$ cat src/rtl/mpi_send_packetizer.sv
// -----------------------------------------------------------------------------
// mpi_send_packetizer
//
// Purpose:
//   Send side of the MPI matching path. Send requests {dest, tag, payload} are
//   queued in a small FIFO. A three-state FSM (IDLE -> LOAD -> HOLD) takes the
//   head request and formats it as a 128-bit network message. The FSM then
//   holds that message on a valid/ready handshake until the network accepts it.
//   Bits [103:88] = {src rank, tag} match the pattern that the receive-side
//   unexpected-message CAM looks up.
//
// Message layout (unlisted bits are zero):
//   [127:120] 8'hA5 start marker   [112]    parity (PKT_PARITY_EN only)
//   [111:104] dest rank            [103:96] MY_RANK (source)
//   [95:88]   tag                  [87:56]  payload
//   [55:40]   sequence number
//
// Ports:
//   clk, rst      clock (rising edge), asynchronous active-high reset
//   send_valid    send request present
//   send_ready    FIFO can accept (= !fifo_full)
//   send_dest     destination rank
//   send_tag      message tag
//   send_data     32-bit payload
//   net_valid     message valid toward network
//   net_ready     network accepts message
//   message       formatted network message
//   fifo_empty    request FIFO empty
//   fifo_full     request FIFO full
//   busy          FSM not in IDLE
//   sent_count    messages accepted by the network (wraps at 16 bits)
//
// Configuration macro:
//   PKT_PARITY_EN  when defined, message[112] = ^message[103:56] (even parity
//                  over {src, tag, payload}). When undefined, bit 112 is 0.
// -----------------------------------------------------------------------------
module mpi_send_packetizer #(
    parameter int packetizer_width = 128,
    parameter int RANK_BIT         = 8,
    parameter int TAG_BIT          = 8,
    parameter int FIFO_AW          = 2,
    parameter int MY_RANK          = 0
) (
    input  logic                        clk,
    input  logic                        rst,
    input  logic                        send_valid,
    output logic                        send_ready,
    input  logic [RANK_BIT-1:0]         send_dest,
    input  logic [TAG_BIT-1:0]          send_tag,
    input  logic [31:0]                 send_data,
    output logic                        net_valid,
    input  logic                        net_ready,
    output logic [packetizer_width-1:0] message,
    output logic                        fifo_empty,
    output logic                        fifo_full,
    output logic                        busy,
    output logic [15:0]                 sent_count
);

    localparam int                LP_REQ_W   = RANK_BIT + TAG_BIT + 32;
    localparam int                LP_DEPTH   = 1 << FIFO_AW;
    localparam logic [FIFO_AW:0]  LP_PTR_ONE = 1;
    localparam logic [RANK_BIT-1:0] LP_MY_RANK = RANK_BIT'(MY_RANK);

    typedef enum logic [1:0] {
        S_IDLE = 2'd0,
        S_LOAD = 2'd1,
        S_HOLD = 2'd2
    } state_t;

    state_t r_state;
    state_t w_state_next;

    logic [LP_REQ_W-1:0]         r_mem [LP_DEPTH];
    logic [FIFO_AW:0]            r_wr_ptr;
    logic [FIFO_AW:0]            r_rd_ptr;
    logic [LP_REQ_W-1:0]         r_hold;
    logic [packetizer_width-1:0] r_message;
    logic                        r_net_valid;
    logic [15:0]                 r_seq;
    logic [15:0]                 r_sent_count;

    logic                        w_full;
    logic                        w_empty;
    logic                        w_push;
    logic                        w_pop;
    logic                        w_load;
    logic                        w_accept;
    logic [RANK_BIT-1:0]         w_hold_dest;
    logic [TAG_BIT-1:0]          w_hold_tag;
    logic [31:0]                 w_hold_data;
    logic [packetizer_width-1:0] w_msg_build;

    // -------------------------------------------------------------------------
    // FIFO status. The extra pointer MSB tells full apart from empty when
    // the index bits are equal.
    // -------------------------------------------------------------------------
    assign w_empty = (r_wr_ptr == r_rd_ptr);
    assign w_full  = (r_wr_ptr[FIFO_AW] != r_rd_ptr[FIFO_AW]) &&
                     (r_wr_ptr[FIFO_AW-1:0] == r_rd_ptr[FIFO_AW-1:0]);
    assign w_push  = send_valid && !w_full;

    // The FIFO storage and the holding register carry no reset. Reset empties
    // the FIFO through the pointers, so stale entries are never read.
    always_ff @(posedge clk) begin
        if (w_push) begin
            r_mem[r_wr_ptr[FIFO_AW-1:0]] <= {send_dest, send_tag, send_data};
        end
    end

    always_ff @(posedge clk) begin
        if (w_pop) begin
            r_hold <= r_mem[r_rd_ptr[FIFO_AW-1:0]];
        end
    end

    assign w_hold_dest = r_hold[LP_REQ_W-1 -: RANK_BIT];
    assign w_hold_tag  = r_hold[32 +: TAG_BIT];
    assign w_hold_data = r_hold[31:0];

    // -------------------------------------------------------------------------
    // Message formatter, used in LOAD. The sequence number is sampled here;
    // it changes only on acceptance, so it matches the message being built.
    // -------------------------------------------------------------------------
    always_comb begin
        w_msg_build               = '0;
        w_msg_build[127:120]      = 8'hA5;
        w_msg_build[104 +: RANK_BIT] = w_hold_dest;
        w_msg_build[96 +: RANK_BIT]  = LP_MY_RANK;
        w_msg_build[88 +: TAG_BIT]   = w_hold_tag;
        w_msg_build[87:56]        = w_hold_data;
        w_msg_build[55:40]        = r_seq;
`ifdef PKT_PARITY_EN
        w_msg_build[112]          = ^{LP_MY_RANK, w_hold_tag, w_hold_data};
`else
        w_msg_build[112]          = 1'b0;
`endif
    end

    // -------------------------------------------------------------------------
    // FSM: next state and strobes
    // -------------------------------------------------------------------------
    always_comb begin
        w_state_next = r_state;
        w_pop        = 1'b0;
        w_load       = 1'b0;
        w_accept     = 1'b0;
        case (r_state)
            S_IDLE: begin
                if (!w_empty) begin
                    w_pop        = 1'b1;
                    w_state_next = S_LOAD;
                end
            end
            S_LOAD: begin
                w_load       = 1'b1;
                w_state_next = S_HOLD;
            end
            S_HOLD: begin
                // net_valid is high in HOLD, so net_ready counts only here.
                if (net_ready) begin
                    w_accept     = 1'b1;
                    w_state_next = S_IDLE;
                end
            end
            default: begin
                w_state_next = S_IDLE;
            end
        endcase
    end

    // -------------------------------------------------------------------------
    // Control state and output registers
    // -------------------------------------------------------------------------
    always_ff @(posedge clk or posedge rst) begin
        if (rst) begin
            r_state      <= S_IDLE;
            r_wr_ptr     <= '0;
            r_rd_ptr     <= '0;
            r_net_valid  <= 1'b0;
            r_message    <= '0;
            r_seq        <= '0;
            r_sent_count <= '0;
        end else begin
            r_state <= w_state_next;
            if (w_push) begin
                r_wr_ptr <= r_wr_ptr + LP_PTR_ONE;
            end
            if (w_pop) begin
                r_rd_ptr <= r_rd_ptr + LP_PTR_ONE;
            end
            if (w_load) begin
                r_message   <= w_msg_build;
                r_net_valid <= 1'b1;
            end
            // The message register stays unchanged after acceptance until
            // the next LOAD. It is never written while net_valid is high.
            if (w_accept) begin
                r_net_valid  <= 1'b0;
                r_seq        <= r_seq + 16'd1;
                r_sent_count <= r_sent_count + 16'd1;
            end
        end
    end

    assign send_ready = !w_full;
    assign fifo_full  = w_full;
    assign fifo_empty = w_empty;
    assign net_valid  = r_net_valid;
    assign message    = r_message;
    assign busy       = (r_state != S_IDLE);
    assign sent_count = r_sent_count;

endmodule
$ cat config.mk
export PLATFORM = sky130hd
export DESIGN_NAME = mpi_send_packetizer
export DESIGN_NICKNAME = d
export VERILOG_FILES = /design/src/rtl/mpi_send_packetizer.sv
export SDC_FILE = /design/constraint.sdc
export NUM_CORES = 1
export LEC_CHECK = 0
export CAP_MARGIN = 10
export CORE_MARGIN = 2
export CORE_UTILIZATION = 49
export CTS_CLUSTER_DIAMETER = 40
export DETAILED_ROUTE_END_ITERATION = 6
export GPL_TIMING_DRIVEN = 0
export PLACE_DENSITY = 0.76
export SYNTH_ARGS = -nofsm -noshare
export SYNTH_HDL_FRONTEND = slang
export SYNTH_SLANG_ARGS = --single-unit
$ cat constraint.sdc
create_clock -name clk -period 3.4 [get_ports clk]
set_input_delay 0.68 -clock clk [delete_from_list [all_inputs] [get_ports clk]]
set_output_delay 0.68 -clock clk [all_outputs]
set_load 0.02 [all_outputs]
=== Yosys cells after proc, flatten, opt, wreduce, memory -nomap -nowiden ===
Memory sizes are Yosys's and may differ from the RTL's. A register that Yosys moved wholly into a read port is not among the register bits.
Cells that the tools add are included.

* Bits in registers: 106
* RAM bits: 192
* Output and inout port bits: 149
* Memories: 1

* $add $sub $neg: 4
* Eq/ne operators: 7
* Mux-type cells: 12
* Reduce and logical (&&, ||, !) cells: 7

{| class="wikitable"
|+ Memories
! name !! depth !! width !! read ports !! clocked after Yosys merged registers in !! wr ports !! line !! text
|-
| r_mem || 4 || 48 || 1 || 1 || 1 || 74 || <nowiki>logic [LP_REQ_W-1:0] r_mem [LP_DEPTH];</nowiki>
|}

{| class="wikitable"
|+ Operator list
! cell !! count
|-
| 16-bit by 1-bit adder with 16-bit output, second input constant || 2
|-
| 1-bit two-way mux || 9
|-
| 3-bit by 1-bit adder with 3-bit output, second input constant || 2
|-
| 2-bit one-hot mux with 3 select lines || 1
|-
| 2-bit two-way mux || 2
|-
| 2-bit != test, second input constant || 2
|-
| 2-bit nonzero test || 2
|-
| 3-bit == test || 1
|-
| 2-bit by 1-bit == test with 1-bit output, second input constant || 1
|-
| 2-bit == test || 1
|-
| 2-bit == test, second input constant || 1
|-
| 1-bit logical AND || 2
|-
| 2-bit logical NOT || 1
|-
| 2-bit AND reduction || 1
|-
| 1-bit logical NOT || 1
|-
| 1-bit != test || 1
|}

=== Logic depth before layout (Yosys ltp) ===
Gate-level depths: netlist (run 1).

* Word-level depth: 6
* Mapped depth: 5
* Depth with buffers taken out: 5

=== Least setup slack after synthesis (run 1) ===
OpenSTA, ideal clock, no wires.

* Path kind: register to register
* From: register r_rd_ptr[2]
* To: memory r_mem[3][0] (netlist bit) (enable)
* Setup time: 412 ps
* Data arrival time: 2140 ps
* Data required time: 2988 ps
* Slack: 847 ps
* Stages on the path, launching flop included: 4
* Period minus slack after synthesis: 2553 ps
* Path through: dfrtp_1 xnor2_2 nand3b_4 and3_1

* Cells in the longest elaborated chain, start to end: 6

{| class="wikitable"
|+ Ends and longest elaborated chain
! what !! line !! text
|-
| from (decl) || 76 || <nowiki>logic [FIFO_AW:0] r_rd_ptr;</nowiki>
|-
| from (signal assigned) || 190 || <nowiki>r_rd_ptr <= r_rd_ptr + LP_PTR_ONE;</nowiki>
|-
| 1-bit != test || 99 || <nowiki>assign w_full = (r_wr_ptr[FIFO_AW] != r_rd_ptr[FIFO_AW]) &&</nowiki>
|-
| 1-bit logical AND || 99 ||
|-
| 1-bit logical NOT || -- ||
|-
| via send_ready || 47 || <nowiki>output logic send_ready,</nowiki>
|-
| 1-bit logical AND || 101 || <nowiki>assign w_push = send_valid && !w_full;</nowiki>
|-
| 1-bit two-way mux || 106 || <nowiki>if (w_push) begin</nowiki>
|-
| 1-bit two-way mux (implied by the code) || 107 || <nowiki>r_mem[r_wr_ptr[FIFO_AW-1:0]] <= {send_dest, send_tag, send_data};</nowiki>
|-
| to (decl) || 74 ||
|}

The timed path passes the listed nets, and every way through them passes these cells.

=== Worst setup path in the final report (run 1) ===
* From: register r_rd_ptr[0]
* To: output port fifo_empty

* Cells in the longest elaborated chain, start to end: 1

{| class="wikitable"
|+ Ends and longest elaborated chain
! what !! line !! text
|-
| 3-bit == test || 98 || <nowiki>assign w_empty = (r_wr_ptr == r_rd_ptr);</nowiki>
|-
| to (decl) || 54 || <nowiki>output logic fifo_empty,</nowiki>
|}

Every way passes these cells.

==> results of run 1 <==
## routing by layer
metal	vias up	wire [um]	track usage, %
li1	2925	-	-
met1	3211	9490	20.9
met2	177	11900	29.2
met3	38	1290	3.97
met4	0	403	4.31
met5	-	0	0
## sequential cells by signal, indices dropped and copies added (netlist names)
register and flops:
r_rd_ptr 3, message 65, r_state 2, r_mem 192
r_wr_ptr 3, net_valid 1, sent_count 16, r_seq 16
r_hold 48
## worst max path at each step
| stage | start | end | slack (ps) | depth (start not counted) |
|---|---|---|---|---|
| after floorplan | r_rd_ptr[2] | r_mem[3][0] | 850 | 3 |
| after global placement | send_valid | r_mem[3][31] | -390 | 2 |
| after detailed placement | send_valid | r_mem[1][31] | 860 | 3 |
| after CTS | r_rd_ptr[0] | fifo_empty | 410 | 4 |
| after global routing | r_rd_ptr[1] | fifo_full | 370 | 5 |
| final | r_rd_ptr[0] | fifo_empty | 470 | 4 |
## cells by family after synthesis
family          after synthesis  share of synthesized area, %
xor+xnor                     37                          2.62
mux                         114                          13.8
other cells                   1                        0.0284
fa+ha+maj                     7                         0.663
simple gates                 68                          3.28
compound gates                3                         0.246
buf+inv                      89                          4.69
flops                       346                          74.7
## cells in the final DEF (no fill, tap or decap), drive strengths merged, types with 3 or more instances in the layout
cell type        n
or2              3
xor2            11
clkbuf          53
bufinv           3
nand4            6
inv             11
conb            60
mux2            66
nand2           19
buf             90
dfrtp          106
ha               7
xnor2           26
mux4            48
and3             9
clkdlybuf4s50  140
nand2b           4
nand3           12
nor2             6
clkinv          13
clkinvlp         3
edfxtp         240
## stage by stage
step           cells  hold slack [ps]  total power [W]  cell area, um2  setup TNS [ps]
2_1_floorplan    724              438          0.00944           13400               0
3_3_place_gp    1205              457           0.0111           15300          -68990
3_5_place_dp    1214              461           0.0113           15500               0
4_1_cts         1289              474           0.0156           16800               0
5_1_grt         1289              485           0.0161           16800               0
6_report        1290              468           0.0153           16800               0
## where the power goes
part	switching (W)	total [W]	internal [W]
Sequential	0.000491	0.00658	0.00608
Combinational	0.00233	0.00459	0.00225
Clock	0.00165	0.00415	0.00250
## layout make-up
| class | count | area [um2] | area share, % |
|---|---|---|---|
| sequential | 346 | 9860 | 58.8 |
| multi-input combinational | 289 | 2950 | 17.6 |
| timing repair buffer | 149 | 1600 | 9.52 |
| clock buffer | 50 | 1070 | 6.38 |
| buffer | 84 | 601 | 3.58 |
| tap | 341 | 427 | 2.54 |
| clock inverter | 25 | 241 | 1.44 |
| inverter | 5 | 22.5 | 0.134 |
| antenna | 1 | 2.50 | 0.0149 |
==> reports/results.txt, run 1 <==
Synth area leader - edfxtp_1
router iterations before antenna repair - 4
fin util - 62.8%
reg2reg start - r_state[1]
H-tree Lvls - 2
Worst R2R End - r_hold[12]
Worst-Skew Late Latency - 520 ps
CTS sink count - 346
RSZ-0062 raised after global routing - false
max_cap viols - 0
row cnt - 60
Seq/Total Area, Yosys - 74.7%
hold_sp - r_hold[44]
first-pass GRT wire length - 35900 um
Slowest-stage cell, CP - clkdlybuf4s50_1
fill cell count - 1904
Remaining Overflow, GRT - 0
Worst setup EP type - output pin
Ys Warns - 0
worst path cell trace - buf_2 > xnor2_2 > and3_1 > clkdlybuf4s50_1
CTS resizes - 0
max-slew violation count - 0
initial core utilization - 49.4%
Final WS setup - 467 ps
number of synthesized flops with an enable pin - 240
FF+latch count, synth - 346
P&R area growth vs syn - 27.0%
crit-path max cell delay - 610 ps
Vias - 6351
area of the core - 26700 um2
min-delay worst type - reg -> reg
Mapped Avg Cell Area - 19.9 um2
Die Area - 28300 um2
crit-path leading delay family - buffers and inverters
synthesized cell area - 13200 um2
Die Y - 168 um
hold_buf cts - 0
Slew Limit Headroom - 45.8%
Final Hold Viols - 0
Tcrit/Tclk final - 86.3%
VDD IR-drop max - 0.000537 V
CTS root buf - clkbuf_16
WHS Endpoint - message[108]
Synth top area share - 54.6%
gate count of the mapped netlist - 665
worst slew pin tran - 813 ps
Max Root-Sink Buffers - 3
Iter 0 DRT Violations - 339
Tmin final - 2930 ps
Post-DRT Antenna Nets - 0
largest net degree at the start of global routing - 31
routed vias/inst - 4.92
Crit Path Category - reg -> out
Final setup viols - 0
vias in the first global route - 6627
Critical Path RT - 2720 ps
Async SR Flop Fraction - 30.6%
gp weighted congestion - 0.744
worst-case clock skew - 24.0 ps
Post-CTS Setup Bufs - 0
total CTS buffers - 41
Post-layout nets - 975
DRC viols - 0
Die Wd - 168 um
initial antenna violation count - 1
outcome - complete, no violations
num ports - 201
fmax - 341 MHz
Distinct cells, synth - 36
WL final - 23100 um
Worst EP arrival - 2250 ps
R2R depth - 4
Synth area leaders - edfxtp_1 55%, dfrtp_1 20%, mux4_2 8.2%
Main synth FF type - edfxtp_1
Worst Hold Depth - 1
Port Buffer Count - 140
Buffers & Inverters on Critical Path - 2
most instantiated library cell after synthesis - edfxtp_1
detailed placement HPWL - 15100 um
commonest cells in the netlist - 240 x edfxtp_1, 106 x dfrtp_1, 66 x buf_4
R2R setup slack - 1150 ps
share of cells above drive strength 1 - 29.9%
pre-CTS setup slack - 860 ps
WL/cell - 17.9 um
CP Max Fanout - 5
TritonCTS clock tree - yes
GRT Util Overall - 16.6%
leakage - 6.47 nW
PwrDens - 913 nW/um2
CTS clock-pin slew for the worst setup and hold paths - 60 ps
Startpoint Class - flop
Note: power is estimated with default switching activity, not from simulation.
==> inputs of run 2 (changes only) <==
- CORE_MARGIN: 2 -> 10
==> reports/results.txt, run 2 (synthesized netlist as in run 1, its figures left out) <==
VDD IR-drop max - 0.000519 V
pre-CTS setup slack - 870 ps
Vias - 6437
TritonCTS clock tree - yes
total CTS buffers - 42
crit-path max cell delay - 630 ps
worst path cell trace - buf_2 > xnor2_2 > and3_1 > clkdlybuf4s50_1
CTS clock-pin slew for the worst setup and hold paths - 60 ps
area of the core - 26700 um2
leakage - 6.53 nW
Post-layout nets - 975
row cnt - 60
met1 global-route usage - 17.5%
PwrDens - 931 nW/um2
Remaining Overflow, GRT - 0
antenna cells - 0
DRC viols - 0
CTS resizes - 0
R2R setup slack - 1190 ps
max-slew violation count - 0
min-delay worst type - reg -> reg
Final Hold Viols - 0
most frequent cells in the layout - 240 x edfxtp_1, 140 x clkdlybuf4s50_1, 106 x dfrtp_1
worst slew pin tran - 824 ps
vias in the first global route - 6880
hold_buf cts - 0
Iter 0 DRT Violations - 293
RSZ-0062 raised after global routing - false
overall power - 0.0157 W
routed vias/inst - 4.99
Slew Limit Headroom - 45.0%
busiest layer in global routing - met2
Worst setup EP type - output pin
Port Buffer Count - 140
initial core utilization - 49.4%
Post-CTS Setup Bufs - 0
hold_sp - r_seq[15]
detailed placement HPWL - 16700 um
initial antenna violation count - 0
Worst R2R End - r_mem[3][31]
Tmin final - 2980 ps
Worst-Skew Late Latency - 520 ps
H-tree Lvls - 2
Post-DRT Antenna Nets - 0
share of cells above drive strength 1 - 30.5%
num ports - 201
Slowest-stage cell, CP - clkdlybuf4s50_1
CP Max Fanout - 5
grt met2 use - 25.5%
Final setup viols - 0
R2R depth - 5
WL final - 24900 um
Startpoint Class - flop
met3 Use GR - 4.86%
router iterations before antenna repair - 4
commonest non-fill, non-tap cell in the layout - edfxtp_1
Die Area - 33900 um2
Tcrit/Tclk final - 87.7%
Final WS setup - 419 ps
WL/cell - 19.3 um
hold slack - 466 ps
Critical Path RT - 2720 ps
Worst EP arrival - 2300 ps
first-pass GRT wire length - 39000 um
max_cap viols - 0
Crit Path Category - reg -> out
GRT Util Overall - 14.8%
fmax - 335 MHz
WHS Endpoint - r_seq[15]
outcome - complete, no violations
Worst Hold Depth - 1
largest net degree at the start of global routing - 42
max reg flops - 192
gp weighted congestion - 0.727
Die Wd - 184 um
P&R area growth vs syn - 27.9%
reg2reg start - r_rd_ptr[0]
CTS root buf - clkbuf_16
CTS sink count - 346
fill cell count - 1900
Die Y - 184 um
worst-case clock skew - 16.2 ps
Max Root-Sink Buffers - 3
run 2: cell count changes in the layout (fill, tap and decap cells not counted), moves of 2 or more:
cell and delta:
clkbuf_8 +3, inv_6 +2, clkinvlp_4 +2, clkbuf_16 +3, clkinv_4 -2, clkinv_1 -3, clkbuf_1 -2, bufinv_16 +2
run 2: metrics by stage:
| step | utilization (%) | instance area, um2 | instances | setup TNS (ps) |
|---|---|---|---|---|
| 3_5_place_dp | 57.7 | 15400 | 1213 | 0 |
| 6_report | 63.2 | 16900 | 1290 | 0 |
| 2_1_floorplan | - | 13400 | 724 | 0 |
| 4_1_cts | 63.2 | 16900 | 1290 | 0 |
| 3_3_place_gp | 57.1 | 15300 | 1205 | -69640 |
| 5_1_grt | 63.2 | 16900 | 1290 | 0 |
run 2: worst max-delay path by stage:
stage | startpoint | to | slack [ps]
2_1_floorplan | r_rd_ptr[2] | r_mem[3][0] | 850
3_3_place_gp | send_valid | r_mem[3][31] | -390
3_5_place_dp | send_valid | r_mem[3][32] | 870
4_1_cts | r_rd_ptr[0] | fifo_empty | 400
5_1_grt | r_rd_ptr[0] | fifo_empty | 380
6_report | r_rd_ptr[0] | fifo_empty | 420
run 2: per-layer routing:
layer	vias to the layer above	share of wire [%]
met4	0	2.0
met2	200	51
li1	2931	-
met1	3267	39
met3	39	8.3
met5	-	0
run 2: report_power, final:
part / internal, W / switching [W] / leakage, nW / total [W]
logic: 0.00223 / 0.00237 / 2.27 / 0.00460
registers: 0.00608 / 0.000495 / 3.55 / 0.00658
clock network: 0.00286 / 0.00169 / 0.706 / 0.00455
total: 0.0112 / 0.00456 / 6.53 / 0.0157
run 2: cell type report:
class	count	area, um2	area share (%)
well taps	341	427	2.53
inverters	5	22.5	0.133
multi-input cells	289	2950	17.5
plain buffers	84	601	3.56
flip-flops and latches	346	9860	58.4
clock inverters	23	283	1.67
clock buffers	54	1180	6.98
repair buffers	148	1570	9.29
run 2: critical path, delay by kind of cell, from the launching register on:
family | cells | cell delay (ps)
xor+xnor | 1 | 320
buf+inv | 2 | 820
flops | 1 | 380
simple gates | 1 | 270
==> patch 1, RTL diff (settings of run 2) <==
The parameter `RANK_BIT` goes from 8 to 7.
--- a/src/rtl/mpi_send_packetizer.sv
+++ b/src/rtl/mpi_send_packetizer.sv
@@ -37,5 +37,5 @@
 module mpi_send_packetizer #(
     parameter int packetizer_width = 128,
-    parameter int RANK_BIT         = 8,
+    parameter int RANK_BIT         = 7,
     parameter int TAG_BIT          = 8,
     parameter int FIFO_AW          = 2,
Ports: changed (resized send_dest); port bits go from 201 to 200. No check against the original RTL was run, so the function may have changed too.
==> patch 1 against run 2 <==
Area after synthesis fell by 2.3%; largest power group unchanged; setup slack got worse by 120 ps; synthesized cell count fell by 0.15%; wire length down 1.2%; design area fell by 1.7%; largest cell class unchanged; combinational power fell by 3%; critical path type unchanged; sequential cell count is 6 lower; via count decreased by 2.8%; total power decreased by 1.5%.
==> patch 1: results (changes against run 2) <==
mux share of post-synthesis cell area 0.1379 (was 0.1381); largest cells by area after synthesis edfxtp_1 55%, dfrtp_1 20%, mux4_2 8.2% (unchanged); Post-DP Area 15120 um2 (was 15430 um2); layout net count 974 (was 975); Sw Share 0.2879 (was 0.2896); Post-synth EDFFs 235 (was 240); Peak VDD IR 0.0005192 V (was 0.0005194 V); Worst Tran Pin Value 892.8 ps (was 823.6 ps); P_comb 4.46 mW (was 4.60 mW); internal power 11.04 mW (was 11.18 mW); Worst Path Max Fanout 7 (was 5); Min Hold Slack 469.4 ps (was 466.3 ps); Netlist cell types 33 (was 36); hold wc startpoint sent_count[15] (was r_seq[15]); status complete, no violations (unchanged); fmax 322.6 MHz (was 335.4 MHz); CTS resizes 0 (unchanged); r2r setup slk 1100 ps (was 1190 ps); reg2reg end r_hold[37] (was r_mem[3][31]); Worst Setup EP fifo_full (was fifo_empty); min-delay worst type flop to flop (unchanged); mean post-synth cell area 19.43 um2 (was 19.86 um2); endpoint of the worst hold path sent_count[15] (was r_seq[15]); hold path cells 1 (unchanged); Final Wtd Congestion 0.7622 (was 0.7274); placed cell count 1205 (was 1213); Reg2Reg Depth 3 (was 5); top post-synthesis cells by count 235 x edfxtp_1, 105 x dfrtp_1, 64 x buf_4, 64 x mux2_2, 47 x mux4_2 (was 240 x edfxtp_1, 106 x dfrtp_1, 66 x buf_4, 64 x mux2_2, 48 x mux4_2); pre-CTS setup slack 819.7 ps (was 870.4 ps); Final Skew 21.19 ps (was 16.25 ps); fraction of the mapped netlist area in adder cells 0.006790 (was 0.006632); area fraction in compound gates after synthesis 0.001746 (was 0.002463); Crit Reg-Reg Startpoint r_rd_ptr[1] (was r_rd_ptr[0]); Initial DRC Count 245 (was 293); first-pass GRT wire length 38770 um (was 39020 um); TritonCTS Buffers 44 (was 42); hpwl dp 16580 um (was 16740 um); Crit path largest cell delay 610 ps (was 630 ps); Fillers 1833 (was 1900); Final Non-Filler Cells 1288 (was 1290); ratio of cells with drive above 1 in the final layout 0.2836 (was 0.3045); total number of vias 6255 (was 6437); Total Routed Length 24630 um (was 24930 um); Seq group 6.45 mW (was 6.58 mW); Seq/Total Area, Yosys 0.7508 (was 0.7466); leakage 6.371 nW (was 6.526 nW); Synthesis Warnings 0 (unchanged); vias in the first global route 6887 (was 6880); PortBufs 138 (was 140); CTS max path bufs 3 (unchanged); GRT Util Overall 0.1480 (was 0.1484); level count of the clock H-tree 2 (unchanged); max FFs per register 188 (was 192); initial antenna violation count 2 (was 0); area share of xor/xnor cells in the synthesized design 0.02512 (was 0.02624); TritonRoute pass-1 iters 6 (was 4); Post-synth ARST share 0.3088 (was 0.3064)
## patch 1: cell count changes after synthesis, sizes merged, moves of 2 or more
cell    change
nand2b      -2
clkbuf      +5
edfxtp      -5
and3        -2
mux2        -2
nand3       -3
inv         +4
nor2        +5
nand2       +5
buf         -6
## patch 1: final cells by class
| cell class | instances | area (um2) | area share |
|---|---|---|---|
| tap | 335 | 419.2 | 0.02524 |
| sequential | 340 | 9684 | 0.5832 |
| clock inverter | 23 | 277.8 | 0.01673 |
| clock buffer | 59 | 1210 | 0.07286 |
| inverter | 9 | 37.54 | 0.002260 |
| multi-input combinational | 292 | 2858 | 0.1721 |
| antenna | 1 | 2.502 | 0.0001507 |
| buffer | 83 | 568.0 | 0.03421 |
| timing repair buffer | 146 | 1549 | 0.09328 |
## patch 1: layer usage
metal | global-route usage | vias up | wire length (um)
li1 | - | 2920 | -
met1 | 0.1691 | 3139 | 9342
met2 | 0.2601 | 157 | 13090
met3 | 0.04451 | 37 | 1706
met4 | 0.04849 | 2 | 483
met5 | 0 | - | 13
==> patch 2, RTL diff (config.mk and constraints of run 2) <==
Without the edit above. Make the reset (`rst`) synchronous in one clocked block. Comments in the files are not updated.
--- a/src/rtl/mpi_send_packetizer.sv
+++ b/src/rtl/mpi_send_packetizer.sv
@@ -173,5 +173,5 @@
     // Control state and output registers
     // -------------------------------------------------------------------------
-    always_ff @(posedge clk or posedge rst) begin
+    always_ff @(posedge clk) begin
         if (rst) begin
             r_state      <= S_IDLE;
Check against the original RTL: differs if rst is asserted again (counterexample within 4 cycles, from zero or initial values and one cycle with rst high); with rst held inactive, the same outputs for 4 cycles.
==> patch 2 against run 2 <==
Non-clock buffer count grew 17; core utilization shrank 0.072 points; setup slack lost 200 ps; sequential share of layout area shrank 1.7 points; synthesized cell count grew 30%; wire length grew 7.0%; total power shrank 22%; global-route usage grew 0.78 points; clock skew grew 12 ps; largest power group unchanged; count of clock-buffer cells in the layout grew 1; design area shrank 2.6%; highest routed layer unchanged; area after synthesis shrank 2.0%; sequential cell count is the same.
==> patch 2: results (changes against run 2) <==
area share of xor/xnor cells in the synthesized design 0.01624 (was 0.02624); clock power share 0.336 (was 0.289); grt met3 use 0.04926 (was 0.04863); met2 Usage GRT 0.2638 (was 0.2550); met1 WL 10830 um (was 9692 um); hpwl dp 17970 um (was 16740 um); TritonCTS Buffers 41 (was 42); CP arrival 2500 ps (was 2300 ps); Fillers 1942 (was 1900); leakage 5.662 nW (was 6.526 nW); initial antenna violation count 3 (was 0); total number of vias 7388 (was 6437); largest cells by area after synthesis edfxtp_1 56%, dfxtp_1 16%, mux4_2 8.4% (was edfxtp_1 55%, dfrtp_1 20%, mux4_2 8.2%); Initial DRC Count 541 (was 293); Netlist cell types 39 (was 36); status complete, no violations (unchanged); Reg area 9329 um2 (was 9859 um2); layout net count 1173 (was 975); Seq/Total Area, Yosys 0.7209 (was 0.7466); GRT Util Overall 0.1562 (was 0.1484); met3 WL 2008 um (was 2077 um); vias in the first global route 7580 (was 6880); P_comb 2.60 mW (was 4.60 mW); Final Skew 28.59 ps (was 16.25 ps); area fraction in compound gates after synthesis 0.03925 (was 0.002463); PortBufs 139 (was 140); fraction of the mapped netlist area in adder cells 0.006768 (was 0.006632); internal power 8.921 mW (was 11.18 mW)
## patch 2: cell types whose count changed in the layout (fill, tap and decap cells not counted), sizes merged, moves of 7 or more
cell / change
dfxtp: +106
xnor2: -12
o21ai: +10
or3: +11
mux2: -66
nand2: +124
a21oi: +81
nor2: +20
clkbuf: +24
dfrtp: -106
and3: -7
## patch 2: layout make-up
type,count,share of cell area
clock buffers,55,0.06981
flip-flops and latches,346,0.5670
clock inverters,20,0.01027
plain buffers,104,0.03848
repair buffers,145,0.09278
inverters,6,0.001369
well taps,335,0.02548
multi-input cells,470,0.1944
diodes,3,0.0004563
## patch 2: path summary, 6_finish.rpt
| kind | slack (ps) | start | to | cells after the start |
|---|---|---|---|---|
| worst max-delay path | 220 | r_rd_ptr[1] | fifo_empty | 5 |
| worst min-delay path | 450 | message[108] | message[108] | 2 |
| worst max register to register | 480 | r_rd_ptr[1] | r_mem[1][44] | 5 |
| worst min register to register | 450 | message[108] | message[108] | 2 |
## patch 2: stage by stage
| stage | hold WS (ps) | setup TNS (ps) | worst slack (ps) | std cells | total power [mW] |
|---|---|---|---|---|---|
| final | 453.2 | 0 | 215.6 | 1484 | 12.30 |
| after global routing | 468.3 | 0 | 148.0 | 1481 | 12.85 |
| after CTS | 452.5 | 0 | 200.3 | 1481 | 12.44 |
| after detailed placement | 446.2 | 0 | 304.0 | 1406 | 8.287 |
| after global placement | 441.9 | -195380 | -882.3 | 1400 | 8.117 |
| after floorplan | 437.1 | 0 | 515.9 | 926 | 7.182 |
## patch 2: worst max-delay path, cell delays in order (launching register included)
cell	delay [ps]
dfxtp_1	310
clkbuf_1	220
xnor2_1	480
nand2_1	110
nor2_1	190
clkdlybuf4s50_1	670
